[config.mk]
export PLATFORM = sky130hd
export DESIGN_NAME = icache_axi_rd_bridge_flat
export DESIGN_NICKNAME = d
export VERILOG_FILES = /design/src/rtl/icache_axi_rd_bridge_if.sv /design/src/rtl/icache_axi_rd_bridge.sv /design/src/flat_wrapper.sv
export SDC_FILE = /design/constraint.sdc
export NUM_CORES = 1
export LEC_CHECK = 0
export BUFFER_PORTS_ARGS = -buffer_cell sky130_fd_sc_hd__buf_2
export CORE_AREA = 2 2 124 126
export DETAILED_ROUTE_END_ITERATION = 8
export DIE_AREA = 0 0 126 128
export MAX_ROUTING_LAYER = met4
export PLACE_DENSITY = 0.79
export SYNTH_ARGS = -nofsm -noshare
export SYNTH_HDL_FRONTEND = slang
export SYNTH_SLANG_ARGS = --single-unit
[constraint.sdc]
create_clock -name clk -period 2.4 [get_ports clk]
set_input_delay 0.24 -clock clk [delete_from_list [all_inputs] [get_ports clk]]
set_output_delay 0.24 -clock clk [all_outputs]
set_load 0.05 [all_outputs]
[src/rtl/icache_axi_rd_bridge_if.sv]
// Bundle of the ICache refill request/return signals and the AXI4 read channels.
// The master modport is the bridge's view. The slave modport is the view of
// the surrounding system: the ICache miss path plus the SoC AXI read port.
interface icache_axi_rd_bridge_if #(
  parameter int LINE_WORDS = 4
);
  // ICache side
  logic                       rd_req;
  logic [31:0]                rd_addr;
  logic                       rd_rdy;
  logic                       ret_valid;
  logic [LINE_WORDS*32-1:0]   ret_data;
  // AXI AR channel
  logic [3:0]                 arid;
  logic [31:0]                araddr;
  logic [7:0]                 arlen;
  logic [2:0]                 arsize;
  logic [1:0]                 arburst;
  logic                       arvalid;
  logic                       arready;
  // AXI R channel
  logic [3:0]                 rid;
  logic [31:0]                rdata;
  logic [1:0]                 rresp;
  logic                       rlast;
  logic                       rvalid;
  logic                       rready;
  // Performance counters
  logic [31:0]                perf_req_cnt;
  logic [31:0]                perf_busy_cyc;

  modport master (
    input  rd_req, rd_addr, arready, rid, rdata, rresp, rlast, rvalid,
    output rd_rdy, ret_valid, ret_data, arid, araddr, arlen, arsize, arburst,
           arvalid, rready, perf_req_cnt, perf_busy_cyc
  );

  modport slave (
    output rd_req, rd_addr, arready, rid, rdata, rresp, rlast, rvalid,
    input  rd_rdy, ret_valid, ret_data, arid, araddr, arlen, arsize, arburst,
           arvalid, rready, perf_req_cnt, perf_busy_cyc
  );
endinterface

[src/rtl/icache_axi_rd_bridge.sv]
// ICache line-refill bridge.
// It accepts one line-read request and issues a single AXI4 INCR burst.
// It assembles the returned beats into a cache line and presents the line
// with a one-cycle ret_valid pulse. Only one request is outstanding at a time.
// Optional performance counters are built when ICACHE_AXI_RD_PERF_EN is defined.
// Without that macro, perf_req_cnt and perf_busy_cyc read 0.
module icache_axi_rd_bridge #(
  parameter int         LINE_WORDS = 4,
  parameter logic [3:0] ARID_VAL   = 4'b0000
) (
  input  logic                  clk,
  input  logic                  resetn,
  icache_axi_rd_bridge_if.master bus
);

  localparam int OFF = $clog2(LINE_WORDS * 4);  // byte-offset bits within a line
  localparam int BW  = $clog2(LINE_WORDS);      // beat counter width

  typedef enum logic [1:0] {IDLE, AR, R, RET} state_t;

  state_t                   state_q, state_d;
  logic [31:0]              araddr_q, araddr_d;
  logic [BW-1:0]            beat_q, beat_d;
  // Set once the last word slot is written; extra beats are then dropped
  // instead of wrapping the counter.
  logic                     full_q, full_d;
  logic [LINE_WORDS*32-1:0] line_q, line_d;

  // Next-state, address latch, beat counter and line assembly
  always_comb begin
    state_d  = state_q;
    araddr_d = araddr_q;
    beat_d   = beat_q;
    full_d   = full_q;
    line_d   = line_q;
    case (state_q)
      IDLE: begin
        if (bus.rd_req) begin
          araddr_d = {bus.rd_addr[31:OFF], {OFF{1'b0}}};
          line_d   = '0;
          beat_d   = '0;
          full_d   = 1'b0;
          state_d  = AR;
        end
      end
      AR: begin
        if (bus.arready) state_d = R;
      end
      R: begin
        if (bus.rvalid) begin
          if (!full_q) begin
            for (int i = 0; i < LINE_WORDS; i++) begin
              if (beat_q == BW'(i)) line_d[i*32 +: 32] = bus.rdata;
            end
            if (beat_q == BW'(LINE_WORDS - 1)) full_d = 1'b1;
            else                               beat_d = beat_q + 1'b1;
          end
          // An early rlast still completes the line; unfilled words stay 0.
          if (bus.rlast) state_d = RET;
        end
      end
      RET: begin
        state_d = IDLE;
      end
      default: state_d = IDLE;
    endcase
  end

  // State and datapath registers
  always_ff @(posedge clk) begin
    if (!resetn) begin
      state_q  <= IDLE;
      araddr_q <= '0;
      beat_q   <= '0;
      full_q   <= 1'b0;
      line_q   <= '0;
    end else begin
      state_q  <= state_d;
      araddr_q <= araddr_d;
      beat_q   <= beat_d;
      full_q   <= full_d;
      line_q   <= line_d;
    end
  end

  assign bus.rd_rdy    = (state_q == IDLE);
  assign bus.arvalid   = (state_q == AR);
  assign bus.rready    = (state_q == R);
  assign bus.ret_valid = (state_q == RET);
  assign bus.ret_data  = line_q;
  assign bus.araddr    = araddr_q;
  assign bus.arid      = ARID_VAL;
  assign bus.arlen     = 8'(LINE_WORDS - 1);
  assign bus.arsize    = 3'b010;
  assign bus.arburst   = 2'b01;

  // The response ID, the response code and the line-offset address bits carry
  // no information for this bridge.
  logic unused_ok;
  assign unused_ok = ^{bus.rid, bus.rresp, bus.rd_addr[OFF-1:0]};

`ifdef ICACHE_AXI_RD_PERF_EN
  logic [31:0] perf_req_cnt_q, perf_req_cnt_d;
  logic [31:0] perf_busy_cyc_q, perf_busy_cyc_d;

  // Count completed refills and cycles spent away from IDLE (wrapping)
  always_comb begin
    perf_req_cnt_d  = perf_req_cnt_q;
    perf_busy_cyc_d = perf_busy_cyc_q;
    if (state_q == RET)  perf_req_cnt_d  = perf_req_cnt_q + 32'd1;
    if (state_q != IDLE) perf_busy_cyc_d = perf_busy_cyc_q + 32'd1;
  end

  // Performance counter registers
  always_ff @(posedge clk) begin
    if (!resetn) begin
      perf_req_cnt_q  <= '0;
      perf_busy_cyc_q <= '0;
    end else begin
      perf_req_cnt_q  <= perf_req_cnt_d;
      perf_busy_cyc_q <= perf_busy_cyc_d;
    end
  end

  assign bus.perf_req_cnt  = perf_req_cnt_q;
  assign bus.perf_busy_cyc = perf_busy_cyc_q;
`else
  assign bus.perf_req_cnt  = 32'd0;
  assign bus.perf_busy_cyc = 32'd0;
`endif

endmodule

[src/flat_wrapper.sv]
// flat-port wrapper written by rule: the top's interface ports become plain ports
module icache_axi_rd_bridge_flat 
#(
  parameter int         LINE_WORDS = 4,
  parameter logic [3:0] ARID_VAL   = 4'b0000
)
  (clk, resetn, bus_rd_req, bus_rd_addr, bus_arready, bus_rid, bus_rdata, bus_rresp, bus_rlast, bus_rvalid, bus_rd_rdy, bus_ret_valid, bus_ret_data, bus_arid, bus_araddr, bus_arlen, bus_arsize, bus_arburst, bus_arvalid, bus_rready, bus_perf_req_cnt, bus_perf_busy_cyc);
  icache_axi_rd_bridge_if #(.LINE_WORDS(LINE_WORDS)) bus_i ();
  input  logic clk;
  input  logic resetn;
  input wire logic [$bits(bus_i.rd_req)-1:0] bus_rd_req;
  input wire logic [$bits(bus_i.rd_addr)-1:0] bus_rd_addr;
  input wire logic [$bits(bus_i.arready)-1:0] bus_arready;
  input wire logic [$bits(bus_i.rid)-1:0] bus_rid;
  input wire logic [$bits(bus_i.rdata)-1:0] bus_rdata;
  input wire logic [$bits(bus_i.rresp)-1:0] bus_rresp;
  input wire logic [$bits(bus_i.rlast)-1:0] bus_rlast;
  input wire logic [$bits(bus_i.rvalid)-1:0] bus_rvalid;
  output wire logic [$bits(bus_i.rd_rdy)-1:0] bus_rd_rdy;
  output wire logic [$bits(bus_i.ret_valid)-1:0] bus_ret_valid;
  output wire logic [$bits(bus_i.ret_data)-1:0] bus_ret_data;
  output wire logic [$bits(bus_i.arid)-1:0] bus_arid;
  output wire logic [$bits(bus_i.araddr)-1:0] bus_araddr;
  output wire logic [$bits(bus_i.arlen)-1:0] bus_arlen;
  output wire logic [$bits(bus_i.arsize)-1:0] bus_arsize;
  output wire logic [$bits(bus_i.arburst)-1:0] bus_arburst;
  output wire logic [$bits(bus_i.arvalid)-1:0] bus_arvalid;
  output wire logic [$bits(bus_i.rready)-1:0] bus_rready;
  output wire logic [$bits(bus_i.perf_req_cnt)-1:0] bus_perf_req_cnt;
  output wire logic [$bits(bus_i.perf_busy_cyc)-1:0] bus_perf_busy_cyc;
  assign bus_i.rd_req = bus_rd_req;
  assign bus_i.rd_addr = bus_rd_addr;
  assign bus_i.arready = bus_arready;
  assign bus_i.rid = bus_rid;
  assign bus_i.rdata = bus_rdata;
  assign bus_i.rresp = bus_rresp;
  assign bus_i.rlast = bus_rlast;
  assign bus_i.rvalid = bus_rvalid;
  assign bus_rd_rdy = bus_i.rd_rdy;
  assign bus_ret_valid = bus_i.ret_valid;
  assign bus_ret_data = bus_i.ret_data;
  assign bus_arid = bus_i.arid;
  assign bus_araddr = bus_i.araddr;
  assign bus_arlen = bus_i.arlen;
  assign bus_arsize = bus_i.arsize;
  assign bus_arburst = bus_i.arburst;
  assign bus_arvalid = bus_i.arvalid;
  assign bus_rready = bus_i.rready;
  assign bus_perf_req_cnt = bus_i.perf_req_cnt;
  assign bus_perf_busy_cyc = bus_i.perf_busy_cyc;
  icache_axi_rd_bridge #(.LINE_WORDS(LINE_WORDS), .ARID_VAL(ARID_VAL)) u_core (.clk(clk), .resetn(resetn), .bus(bus_i));
endmodule
==> reports/qor.txt <==
WORST SETUP PATH
-------------------------------------------------------------------------------------
CP endpoint                                                              u_core.bus.ret_data[108]$_SDFFE_PN0P_
Worst R2R End                                                            u_core.bus.ret_data[108]$_SDFFE_PN0P_
Worst Path Max Fanout                                                              19
Total number of cells along the worst setup path                                    6
Startpoint-to-endpoint class of the critical path                        flip-flop to flip-flop
Chain of cells forming the critical path                                 inv_1 -> ha_1 -> mux2i_4 -> a21oi_4 -> buf_12 -> mux2i_1
CP endpoint kind                                                            flip-flop
Slowest stage delay, CP                                                        690 ps
Startpoint class of the critical path                                       flip-flop
Worst r2r src                                                            u_core.state_q[0]$_SDFFE_PN0P_
Slowest cell on the critical path                                             a21oi_4
Required time reported for the critical path endpoint                         2730 ps
Arrival time of the worst setup path                                          2540 ps
Family of cells with the greatest summed delay on the critical path      compound AO/OA/AOI/OAI gates
Launching element of the worst setup path                                u_core.state_q[0]$_SDFFE_PN0P_
Worst R2R Setup Slack                                                          190 ps
Worst reg2reg path depth                                                            6
Number of buffer and inverter instances along the worst setup path                  2

ROUTING
-------------------------------------------------------------------------------------
Sum of routed wire length over all layers                                     17.9 mm
DRC violation count after routing                                                   0
Pre-antenna DRT Iters                                                               5
Via count                                                                        5858
DR vias/cell                                                                     5.02
Post-route ant nets                                                                 0
Wire length per cell after detailed routing                              15.3 microns
Count of routing violations after the opening detailed-route iteration            464

POWER
-------------------------------------------------------------------------------------
Leakage power of the design                                                   3.81 nW
Gate power share                                                                0.398
Peak supply drop                                                               621 uV
Clock network fraction of total power                                           0.282
Switching Share                                                                 0.421
Pint                                                                          5.54 mW
Net switching power figure                                                    4.02 mW
Cell Pwr Density                                                         1150 nW/um^2
Sequential cell fraction of total power                                         0.320

DIE
-------------------------------------------------------------------------------------
Starting Density                                                                0.457
Die outline area                                                          16100 sq um
Num rows                                                                           45
Core Box Area                                                             14900 sq um
Horiz. Die Dim                                                            126 microns
Vert. Die Dim                                                             128 microns
# IOs                                                                             321

FINAL LAYOUT
-------------------------------------------------------------------------------------
Antenna diode count                                                                 0
Number of fill cells in the layout                                               1361
Synth-to-layout area growth                                                     22.3%
Layout cell share with drive strength beyond 1                                  0.292
Number of nets at the end of the flow                                            1053
Count of non-filler cells in the finished layout                                 1168

STA
-------------------------------------------------------------------------------------
Worst slack on hold paths                                                     69.4 ps
Crit share post-route                                                           0.920
Worst path setup slack after routing                                           193 ps
Relative slew slack                                                             0.403
Clock Skews                                                                   7.59 ps
Setup repair after global routing missed its margin                             false
Worst slew pin tran                                                            893 ps
Maximum clock frequency                                                       453 MHz
Final number of setup-violating endpoints                                           0
Tmin final                                                                    2210 ps
Slew Viols, Final                                                                   0
Post-Route Setup TNS                                                             0 ps
Final count of hold timing violations                                               0

PLACE
-------------------------------------------------------------------------------------
Post-DP HPWL                                                                  12.1 mm
Placed cell count                                                                1137
Routability congestion estimate from global placement                           0.832
Pre-CTS setup slack                                                            237 ps
Buffers on Ports                                                                  225

CLOCK TREE
-------------------------------------------------------------------------------------
Num CTS Buffers                                                                    17
Resized cells post-CTS                                                              0
Root Buffer Master                                                          clkbuf_16
Source-to-sink clock delay at the later pin of the worst-skew pair             420 ps
Clock sink total                                                                  161
Clock transition at the registers of the reported paths                         60 ps
Hold-fix buffers at CTS                                                             0
Clock tree from TritonCTS                                                        done
Maximum clock path buffer count                                                     2
Post-CTS setup repair buffer count                                                  0
H-tree depth                                                                        4

YOSYS
-------------------------------------------------------------------------------------
Top flip-flop cell by instance count after synthesis                          dfxtp_1
Number of instances in the synthesized netlist                                    764
Commonest cells in the synthesized netlist                               nand2_1, dfxtp_1, o22ai_1
Flip-flop and latch count after synthesis                                         161
Unique masters post-synth                                                          30
Number of synthesized flops with an enable pin                                      0
Part of the Yosys area used for sequential elements                             0.475
Area share of the largest cell type after synthesis                             0.475
Async S/R FF share, synth                                                           0
Mean instance size in the synthesized netlist                              8.89 sq um
Count leader, synth                                                           nand2_1
Yosys synthesis warning count                                                       0
Synthesized cell area                                                      6790 sq um
Post-synthesis cell type with the largest combined area                       dfxtp_1
Cell types occupying the most area after synthesis                       dfxtp_1, nand2_1, buf_4

GLOBAL ROUTING
-------------------------------------------------------------------------------------
Number of antenna violations at the first check in global routing                   0
Via count of the first global-routing pass                                       5454
Pin count of the biggest net entering global routing                               82
First-pass GRT wire length                                                    27.8 mm
All-Layer GR Usage                                                              0.221
Global route total overflow                                                         0

MIN PATH
-------------------------------------------------------------------------------------
Path category of the worst min-delay check                               primary input to flip-flop

STATUS
-------------------------------------------------------------------------------------
Status                                                                   finished clean

RUN
-------------------------------------------------------------------------------------
Number of max-capacitance violations reported                                       0

stage by stage:
stage	power (mW)	instance area [sq um]	util
finish	9.56	8310	0.559
global route	9.99	8310	0.559
CTS	9.60	8310	0.559
detailed placement	6.91	7720	0.519
global placement	6.88	7720	0.519
floorplan	6.25	7100	-
worst min-delay path, delay by kind of cell:
| family | cells | cell delay (ps) |
|---|---|---|
| buf+inv | 1 | 90 |
| compound gates | 1 | 60 |
| simple gates | 1 | 40 |
cell type report:
| class | instances | area (sq um) | area share |
|---|---|---|---|
| clock inverter | 10 | 126 | 0.0152 |
| timing repair buffer | 247 | 1340 | 0.161 |
| multi-input combinational | 533 | 2900 | 0.349 |
| tap | 188 | 235 | 0.0283 |
| inverter | 8 | 30.0 | 0.00361 |
| sequential | 161 | 3220 | 0.388 |
| clock buffer | 21 | 460 | 0.0554 |
state kept, by name (all words and copies together) (netlist names):
signal and count:
u_core.full_q 1, u_core.state_q 2, u_core.bus.araddr 28, u_core.bus.ret_data 128, u_core.beat_q 2
cells by family (layout without fill, tap and decap cells):
logic type               Yosys count  in the layout  share of synthesized area
AO/OA/AOI/OAI                    136            136                      0.141
adder cells (fa/ha/maj)            9              9                     0.0166
buffers and inverters            153            286                      0.147
flip-flops                       161            161                      0.475
multiplexers                      36             36                     0.0549
other                              2             85                    0.00111
AND/OR/NAND/NOR                  267            267                      0.165
how the worst min path moves through the flow:
stage               slack [ps]  depth (start not counted)                                  start                               endpoint
floorplan                  380                          2                        bus_rd_addr[12]     u_core.bus.araddr[12]$_SDFFE_PN0P_
global placement           440                          2  u_core.bus.ret_data[101]$_SDFFE_PN0P_  u_core.bus.ret_data[101]$_SDFFE_PN0P_
detailed placement         440                          2  u_core.bus.ret_data[115]$_SDFFE_PN0P_  u_core.bus.ret_data[115]$_SDFFE_PN0P_
CTS                         60                          3                        bus_rd_addr[12]     u_core.bus.araddr[12]$_SDFFE_PN0P_
global route                70                          3                        bus_rd_addr[13]     u_core.bus.araddr[13]$_SDFFE_PN0P_
finish                      70                          3                        bus_rd_addr[29]     u_core.bus.araddr[29]$_SDFFE_PN0P_
layout by cell type, fill, tap and decap left out, drive strengths merged, types with 2 or more instances in the layout:
cell      netlist  routed
a21boi         28      28
a21oi           3       3
a221oi          3       3
buf           112     247
bufinv          0       2
clkbuf         33      21
clkinv          0       3
clkinvlp        0       2
conb            2      85
dfxtp         161     161
ha              9       9
inv             8      11
mux2i          36      36
nand2         189     189
nand2b          2       2
nand3          66      66
nor2b           4       4
o21ai           3       3
o22ai          96      96
per-layer routing:
layer  GRT usage  vias to the layer above  wire, microns
li1            -                     2837              -
met1       0.260                     2712           7240
met2       0.369                      278           8870
met3      0.0572                       31           1460
met4      0.0763                        0            323
met5           -                        -              0
power by group through the flow:
stage / logic (mW) / clock network, mW / registers, mW
3_5_place_dp: 3.80 / 0 / 3.11
4_1_cts: 3.81 / 2.74 / 3.06
6_report: 3.80 / 2.70 / 3.06
5_1_grt: 4.03 / 2.88 / 3.09
3_3_place_gp: 3.77 / 0 / 3.11
2_1_floorplan: 2.30 / 0 / 3.95
(Power assumes the default switching activity.)
